<file path="src/rtl/req_ack_sequencer_pkg.sv">
// Shared types and sizing helpers for the req/ack handshake sequencer.
package req_ack_pkg;

    typedef enum logic [1:0] {
        IDLE    = 2'd0,
        GRANT   = 2'd1,
        RELEASE = 2'd2
    } state_t;

    // Value at which the grant-age counter stops counting.
    function automatic int cnt_sat(input int ack_min, input int ack_max);
        return (ack_max == 0) ? ack_min : ack_max + 1;
    endfunction

    // With an unbounded window the counter only needs to reach ACK_MIN.
    function automatic int cnt_width(input int ack_min, input int ack_max);
        int sat;
        sat = cnt_sat(ack_min, ack_max);
        return (sat < 1) ? 1 : $clog2(sat + 1);
    endfunction

    function automatic int id_width(input int n);
        return (n < 2) ? 1 : $clog2(n);
    endfunction

    localparam int DEFAULT_N_REQ = 4;
    localparam int GRANT_ID_W    = id_width(DEFAULT_N_REQ);

endpackage

</file>
<file path="src/rtl/req_ack_sequencer_if.sv">
// Requester/resource handshake bundle; slave is the sequencer, master the driving side.
interface req_ack_sequencer_if #(
    parameter int N_REQ = 4
);
    import req_ack_pkg::*;

    localparam int GID_W = id_width(N_REQ);

    logic [N_REQ-1:0] req;
    logic             ack;
    logic [N_REQ-1:0] grant;
    logic [GID_W-1:0] grant_id;
    logic             busy;
    logic             err_early;
    logic             err_timeout;
    logic             err_stray;

    modport master (
        output req, ack,
        input  grant, grant_id, busy, err_early, err_timeout, err_stray
    );

    modport slave (
        input  req, ack,
        output grant, grant_id, busy, err_early, err_timeout, err_stray
    );

endinterface

</file>
<file path="src/rtl/req_ack_sequencer_rr_pick.sv">
// Combinational round-robin picker: first requester strictly after ptr_i, wrapping.
module rr_pick #(
    parameter int N  = 4,
    parameter int IW = 2
) (
    input  logic [N-1:0]  req_i,
    input  logic [IW-1:0] ptr_i,
    output logic [N-1:0]  pick_o,
    output logic [IW-1:0] idx_o,
    output logic          valid_o
);

    localparam int unsigned NU = N;

    always_comb begin
        int unsigned   i;
        logic [IW-1:0] cand;
        pick_o  = '0;
        idx_o   = '0;
        valid_o = 1'b0;
        i       = 0;
        cand    = '0;
        for (int unsigned off = 1; off <= NU; off++) begin
            i    = (32'(ptr_i) + off) % NU;
            cand = IW'(i);
            if (!valid_o && req_i[cand]) begin
                valid_o      = 1'b1;
                pick_o[cand] = 1'b1;
                idx_o        = cand;
            end
        end
    end

endmodule

</file>
<file path="src/rtl/req_ack_sequencer.sv">
// Arbitrates N requesters onto one acking resource and flags req/grant/ack timing violations.
module req_ack_sequencer
    import req_ack_pkg::*;
#(
    parameter int N_REQ   = 4,
    parameter int ACK_MIN = 2,
    parameter int ACK_MAX = 5
) (
    input  logic              clk,
    input  logic              rst_n,
    req_ack_sequencer_if.slave bus
);

    localparam int GID_W = id_width(N_REQ);
    localparam int CW    = cnt_width(ACK_MIN, ACK_MAX);
    localparam int SAT   = cnt_sat(ACK_MIN, ACK_MAX);

    state_t             state_q, state_d;
    logic [CW-1:0]      cnt_q, cnt_d;
    logic [GID_W-1:0]   gid_q, gid_d;
    logic [GID_W-1:0]   ptr_q, ptr_d;
    logic [N_REQ-1:0]   grant_q, grant_d;
    logic               early_q, early_d;
    logic               tmo_q, tmo_d;
    logic               stray_q, stray_d;

    logic [N_REQ-1:0]   pick;
    logic [GID_W-1:0]   pick_idx;
    logic               pick_valid;

    rr_pick #(.N(N_REQ), .IW(GID_W)) u_pick (
        .req_i   (bus.req),
        .ptr_i   (ptr_q),
        .pick_o  (pick),
        .idx_o   (pick_idx),
        .valid_o (pick_valid)
    );

    always_comb begin
        state_d = state_q;
        cnt_d   = cnt_q;
        gid_d   = gid_q;
        ptr_d   = ptr_q;
        grant_d = grant_q;
        early_d = 1'b0;
        tmo_d   = 1'b0;
        stray_d = bus.ack && (state_q != GRANT);
        case (state_q)
            IDLE: begin
                if (pick_valid) begin
                    state_d = GRANT;
                    cnt_d   = '0;
                    gid_d   = pick_idx;
                    grant_d = pick;
                end
            end
            GRANT: begin
                if (int'(cnt_q) != SAT) cnt_d = cnt_q + 1'b1;
                // ack outranks both timeout and a same-cycle request drop
                if (bus.ack) begin
                    early_d = (int'(cnt_q) < ACK_MIN);
                    state_d = RELEASE;
                end else if ((ACK_MAX != 0) && (int'(cnt_q) == ACK_MAX)) begin
                    tmo_d   = 1'b1;
                    state_d = RELEASE;
                end else if (!bus.req[gid_q]) begin
                    state_d = RELEASE;
                end
                if (state_d == RELEASE) grant_d = '0;
            end
            RELEASE: begin
                ptr_d   = gid_q;
                state_d = IDLE;
            end
            default: begin
                state_d = IDLE;
                grant_d = '0;
            end
        endcase
    end

    always_ff @(posedge clk or negedge rst_n) begin
        if (!rst_n) begin
            state_q <= IDLE;
            cnt_q   <= '0;
            gid_q   <= '0;
            ptr_q   <= GID_W'(N_REQ - 1);
            grant_q <= '0;
            early_q <= 1'b0;
            tmo_q   <= 1'b0;
            stray_q <= 1'b0;
        end else begin
            state_q <= state_d;
            cnt_q   <= cnt_d;
            gid_q   <= gid_d;
            ptr_q   <= ptr_d;
            grant_q <= grant_d;
            early_q <= early_d;
            tmo_q   <= tmo_d;
            stray_q <= stray_d;
        end
    end

    assign bus.grant       = grant_q;
    assign bus.grant_id    = gid_q;
    assign bus.busy        = (state_q == GRANT);
    assign bus.err_early   = early_q;
    assign bus.err_timeout = tmo_q;
    assign bus.err_stray   = stray_q;

endmodule

</file>
<file path="src/flat_wrapper.sv">
// flat-port wrapper written by rule: the top's interface ports become plain ports
module req_ack_sequencer_flat import req_ack_pkg::*;
#(
    parameter int N_REQ   = 4,
    parameter int ACK_MIN = 2,
    parameter int ACK_MAX = 5
)
  (clk, rst_n, bus_req, bus_ack, bus_grant, bus_grant_id, bus_busy, bus_err_early, bus_err_timeout, bus_err_stray);
  req_ack_sequencer_if #(.N_REQ(N_REQ)) bus_i ();
  input  logic clk;
  input  logic rst_n;
  input wire logic [$bits(bus_i.req)-1:0] bus_req;
  input wire logic [$bits(bus_i.ack)-1:0] bus_ack;
  output wire logic [$bits(bus_i.grant)-1:0] bus_grant;
  output wire logic [$bits(bus_i.grant_id)-1:0] bus_grant_id;
  output wire logic [$bits(bus_i.busy)-1:0] bus_busy;
  output wire logic [$bits(bus_i.err_early)-1:0] bus_err_early;
  output wire logic [$bits(bus_i.err_timeout)-1:0] bus_err_timeout;
  output wire logic [$bits(bus_i.err_stray)-1:0] bus_err_stray;
  assign bus_i.req = bus_req;
  assign bus_i.ack = bus_ack;
  assign bus_grant = bus_i.grant;
  assign bus_grant_id = bus_i.grant_id;
  assign bus_busy = bus_i.busy;
  assign bus_err_early = bus_i.err_early;
  assign bus_err_timeout = bus_i.err_timeout;
  assign bus_err_stray = bus_i.err_stray;
  req_ack_sequencer #(.N_REQ(N_REQ), .ACK_MIN(ACK_MIN), .ACK_MAX(ACK_MAX)) u_core (.clk(clk), .rst_n(rst_n), .bus(bus_i));
endmodule
</file>
<file path="config.mk">
export PLATFORM = sky130hd
export DESIGN_NAME = req_ack_sequencer_flat
export DESIGN_NICKNAME = d
export VERILOG_FILES = /design/src/rtl/req_ack_sequencer_pkg.sv /design/src/rtl/req_ack_sequencer_if.sv /design/src/rtl/req_ack_sequencer_rr_pick.sv /design/src/rtl/req_ack_sequencer.sv /design/src/flat_wrapper.sv
export SDC_FILE = /design/constraint.sdc
export NUM_CORES = 1
export LEC_CHECK = 0
export ABC_CLOCK_PERIOD_IN_PS = 2900
export BUFFER_PORTS_ARGS = -buffer_cell sky130_fd_sc_hd__buf_2
export CAP_MARGIN = 30
export CORE_UTILIZATION = 57
export CTS_BUF_LIST = sky130_fd_sc_hd__clkbuf_8 sky130_fd_sc_hd__clkbuf_16
export CTS_CLUSTER_SIZE = 20
export DETAILED_ROUTE_END_ITERATION = 10
export PLACE_DENSITY_LB_ADDON = 0.3
export SYNTH_ARGS = -nofsm -noshare
export SYNTH_HDL_FRONTEND = slang
export SYNTH_HIERARCHICAL = 1
export SYNTH_SLANG_ARGS = --single-unit
</file>
<file path="constraint.sdc">
create_clock -name clk -period 2.9 [get_ports clk]
set_clock_uncertainty 0.2 [all_clocks]
set_input_delay 0.58 -clock clk [delete_from_list [all_inputs] [get_ports clk]]
set_output_delay 0.58 -clock clk [all_outputs]
set_load 0.05 [all_outputs]
</file>
# == After elaboration in Yosys (flattened, before gate mapping) ==
# Index checks and enable logic that the tools add are counted.
# totals
ff_bits,16
in_bits,7
out_inout_bits,10
wordCells,99
# classes
addsub,5
order_cmp,10
n_eq_ne,9
muxes,47
n_bitwise,4
reduce_logical,16
# ops
cell,count
$mux W4,6
$mux W1,18
$mux W2,9
$lt A2 B3 Y1 const B,5
$or A4 B4 Y4,3
$pmux W4 S3,1
$bmux W1 S2,5
$demux W1 S2,4
$ge A2 B1 Y1 const B,4
$logic_and A1 B1 Y1,8
$ne A2 B1 Y1 const B,4
$mux W3,2
$pmux W3 S2,1
$reduce_and A3 Y1,2
$add A2 B1 Y2 const B,2
$add A2 B2 Y2 const B,2
$eq A2 B2 Y1 const B,2
$pmux W2 S2,1
$add A3 B1 Y3 const B,1
$eq A3 B3 Y1 const B,1
$logic_not A1 Y1,3
$lt A3 B2 Y1 const B,1
$ne A3 B2 Y1 const B,1
$eq A2 B1 Y1 const B,1
other kinds (4),4

# == Depth between registers and ports, before layout ==
# depth
depth_word,15
depth_mapped,10
ltp_nobuf,8

# == Hierarchy ==
# Netlist, hierarchy kept.
# by_module_without_submodules
module,n_inst,cells_per_inst,area_per_inst_um2,seq_area_each_um2
req_ack_sequencer,1,68,779.5,402.9
rr_pick,1,68,525.5,0.0

# == Least setup slack after synthesis ==
# No wires, ideal clock.
# synth_timing
kind,register to register
start,register u_core.ptr_q[0]
end,"register u_core.grant_q[3], in the netlist u_core/bus.grant[3]"
setup_time_ps,130
t_arrival_ps,2113
required_ps,2570
setup_slack_ps,457
stages_incl_launch_ff,10
path_buffers,2
synth_period_minus_slack_ps,2443
path_cell_list,dfstp_2 buf_4 inv_2 ha_1 buf_6 mux2i_4 o21ai_1 a221o_1 mux2i_1 o22ai_2
# synth_between
elab_chain_cells,15
word_cells_on_any_way,53
cone_classes,add/sub: 4; order compare: 8; eq/ne: 1; mux: 26; bitwise: 3; reduce/logical: 11
# synth_lines
item,line_no,source
from (decl),req_ack_sequencer.sv:21,"logic [GID_W-1:0] ptr_q, ptr_d;"
from (signal assigned),req_ack_sequencer.sv:87,ptr_q <= GID_W'(N_REQ - 1);
from (signal assigned),req_ack_sequencer.sv:96,ptr_q <= ptr_d;
branches (longest 12 deep; another with $lt A2 B3 Y1),--,
$mux W4 *,req_ack_sequencer_rr_pick.sv:26,if (!valid_o && req_i[cand]) begin
net u_core.pick[3],req_ack_sequencer.sv:27,logic [N_REQ-1:0] pick;
$mux W4 *,req_ack_sequencer.sv:50,if (pick_valid) begin
$pmux W4 S3 *,req_ack_sequencer.sv:48,case (state_q)
to (signal assigned),req_ack_sequencer.sv:97,grant_q <= grant_d;
to (decl),req_ack_sequencer.sv:22,"logic [N_REQ-1:0] grant_q, grant_d;"
# Mark *: on every way through the listed nets, which the timed path passes. The select of a mux whose other input is x is not followed.
# A chain may end at the register's enable or synchronous reset.

# == Final worst setup path ==
# Ends and elaborated chain as after synthesis.

==> results.py <==
metrics = {
    "detailed_routing": {
        "routed.top_layer": "met4",
        "m1WireLength_um": 1220,
        "route.met2.wl_um": 1360,
        "routed-wl-met3_um": 148,
        "drcViolationCount": 0,
        "routed_wl_um": 2760,
        "ant_nets": 0,
        "wire_per_inst_um": 15.4,
        "vias_per_cell": 6.08,
        "drt_iter0_drc": 19,
        "via_count": 1089,
        "first_pass_iters": 4,
    },
    "timing": {
        "hold_viol": 0,
        "drv_slew": 0,
        "relSlewSlack": 0.751,
        "period_needed_ps": 2530,
        "period_share": 0.871,
        "rsz0062_at_grt": "no",
        "setup-tns-final_ps": 0,
        "fmax_ghz": 0.396,
        "worst_pin_slew_ps": 363,
        "final-setup-viol-count": 0,
    },
    "clock_network": {
        "h-tree-depth": 1,
        "cts_buffers": 3,
        "cts_buffer_depth": 2,
        "path_clk_slew_ps": 60,
        "clk_latency_ps": 250,
        "cts_tree": "done",
        "ctsResizeCount": 0,
        "numClockSinks": 16,
        "cts_hold_buffers": 0,
        "post_cts_buffers": 0,
        "cts_root_buf": "clkbuf_8",
    },
    "synth": {
        "synth_edf_count": 0,
        "yosysUniqueCellTypes": 41,
        "synth-main-ff-cell": "dfrtp_1",
        "synth_warnings": 6,
        "synth_area_leaders": "dfrtp_1 27%, ha_1 11%, nand2_1 5.2%",
        "ys_ff_latch": 16,
        "syn-cell-area_um2": 1310,
        "synth_common_cells": "18 x nand2_1, 14 x dfrtp_1, 11 x ha_1",
        "yosysTopAreaCellShare": 0.268,
        "async_reset_ff_frac": 1.00,
        "yosysMostFrequentCell": "nand2_1",
        "yosysTopAreaCell": "dfrtp_1",
        "syn_area_per_cell_um2": 9.60,
        "synth_nets": 154,
        "ys_seq_area_frac": 0.309,
        "netlist_instances": 136,
    },
    "worst_setup_path": {
        "crit_path_end_kind": "register",
        "critPathMaxFanout": 8,
        "critPathArrivalTime_ps": 2450,
        "crit_type": "register to register",
        "slowest_delay_ps": 540,
        "crit_chain": "inv_2 -> ha_1 -> mux2i_4 -> o21ai_1 -> a221o_1 -> mux2i_1 -> o22ai_2",
        "critPathLaunchType": "register",
        "critPathSlowestCell": "dfstp_2",
        "cp_data_required_time_ps": 2820,
    },
    "global_route": {
        "track_usage": 0.257,
        "antenna_found_initial": 0,
        "overflow": 0,
        "grt_pass1_wl_um": 4770,
        "grt_pass1_vias": 1091,
        "grt_max_degree": 17,
    },
    "layout": {
        "nFillCells": 167,
        "syn_to_final_growth_pct": 9.68,
        "drive_gt1_frac": 0.263,
        "final_nets": 171,
        "diodes": 0,
        "stdcell_area_um2": 1430,
    },
    "power_and_ir_drop": {
        "power.density_nw_per_um2": 1200,
        "peakVddDrop_v": 0.000780,
        "leakage_nw": 0.648,
    },
    "run_status": {
        "outcome": "completed",
    },
    "placement": {
        "place_area_um2": 1380,
        "numPortBuffers": 16,
        "place_hpwl_um": 2090,
        "gp_congestion": 0.874,
    },
    "floorplanning": {
        "rows": 16,
        "start_util": 0.633,
        "die_width_um": 49.9,
        "die-height_um": 49.9,
        "io_pins": 17,
        "die_area_um2": 2490,
        "coreArea_um2": 2060,
    },
    "min_path": {
        "hold_class": "input port to async pin",
    },
    "run": {
        "max_cap_viol_count": 0,
    },
}
-- report_power, final --
part           internal, mW  switching, mW  total (mW)
sequential            0.312         0.0905       0.403
clock                 0.121         0.0768       0.197
combinational         0.439          0.677        1.12
-- final timing paths --
kind / from / to / slack, ps / cells past startpoint
worst max-delay path: u_core/ptr_q[0] / u_core/bus.grant[3] / 370 / 7
worst min-delay path: rst_n / u_core/bus.grant[3] / 30 / 1
worst max register to register: u_core/ptr_q[0] / u_core/bus.grant[3] / 370 / 7
worst min register to register: u_core/bus.grant[0] / u_core/bus.grant[0] / 360 / 2
max in group asynchronous: rst_n / u_core/ptr_q[0] / 2160 / 1
min in group clk: bus_ack / u_core/bus.err_timeout / 320 / 2
-- critical path, delay by kind of cell, from the launching register on --
family / cells / cell delay [ps]
adder cells (fa/ha/maj): 1 / 510
flip-flops: 1 / 540
buffers and inverters: 1 / 70
multiplexers: 2 / 580
AO/OA/AOI/OAI: 3 / 500
-- layout by cell type (no fill, tap or decap), types with 2 or more instances in the layout --
cell and instances:
a21boi_0 2, a21oi_1 5, a221o_1 4, a22o_1 2, a31oi_1 2, buf_2 16, buf_4 3, clkbuf_8 4
dfrtp_1 14, dfstp_2 2, ha_1 11, inv_1 7, mux2_2 4, mux2i_1 6, mux4_2 2, nand2_1 18
nand2b_1 4, nand3_1 3, nor2_1 7, nor2b_1 2, nor3_1 2, o21ai_0 5, o21ai_1 5, o22ai_1 4
o22ai_2 2
-- flip-flops by register name (all words and copies together), names as in the netlist --
signal                  cells
u_core/bus.grant            4
u_core/bus.grant_id         2
u_core/bus.err_early        1
u_core/bus.err_stray        1
u_core/bus.err_timeout      1
u_core/cnt_q                3
u_core/state_q              2
u_core/ptr_q                2
-- layout make-up --
type                            instances  area (µm²)  area share
Timing Repair Buffer                   19         103      0.0717
Tap cell                               27        33.8      0.0236
Multi-Input combinational cell        105         807       0.564
Clock buffer                            4        55.1      0.0385
Inverter                                8        30.0      0.0210
Sequential cell                        16         403       0.281
-- metrics by stage --
stage | cells | worst slack [ps] | power, mW | utilization | hold WS (ps)
after floorplan | 136 | 457 | 1.31 | - | 84.4
after global routing | 179 | 291 | 1.84 | 0.694 | 49.3
after CTS | 179 | 390 | 1.72 | 0.694 | 31.2
final | 179 | 374 | 1.72 | 0.694 | 30.5
after global placement | 175 | 517 | 1.46 | 0.667 | 303
after detailed placement | 175 | 393 | 1.51 | 0.667 | 308
-- kinds of logic after synthesis --
family                     synth area share
and+or+nand+nor                       0.154
DFF                                   0.309
muxes                                 0.132
AOI/OAI and AO/OA                     0.226
adders and majority gates             0.105
buffers and inverters                0.0729
-- layer usage --
layer	up-vias	track usage
met2	36	0.430
met4	0	0.0714
met1	520	0.327
li1	526	-
met3	7	0.0648
met5	-	0
(Power assumes the default switching activity.)
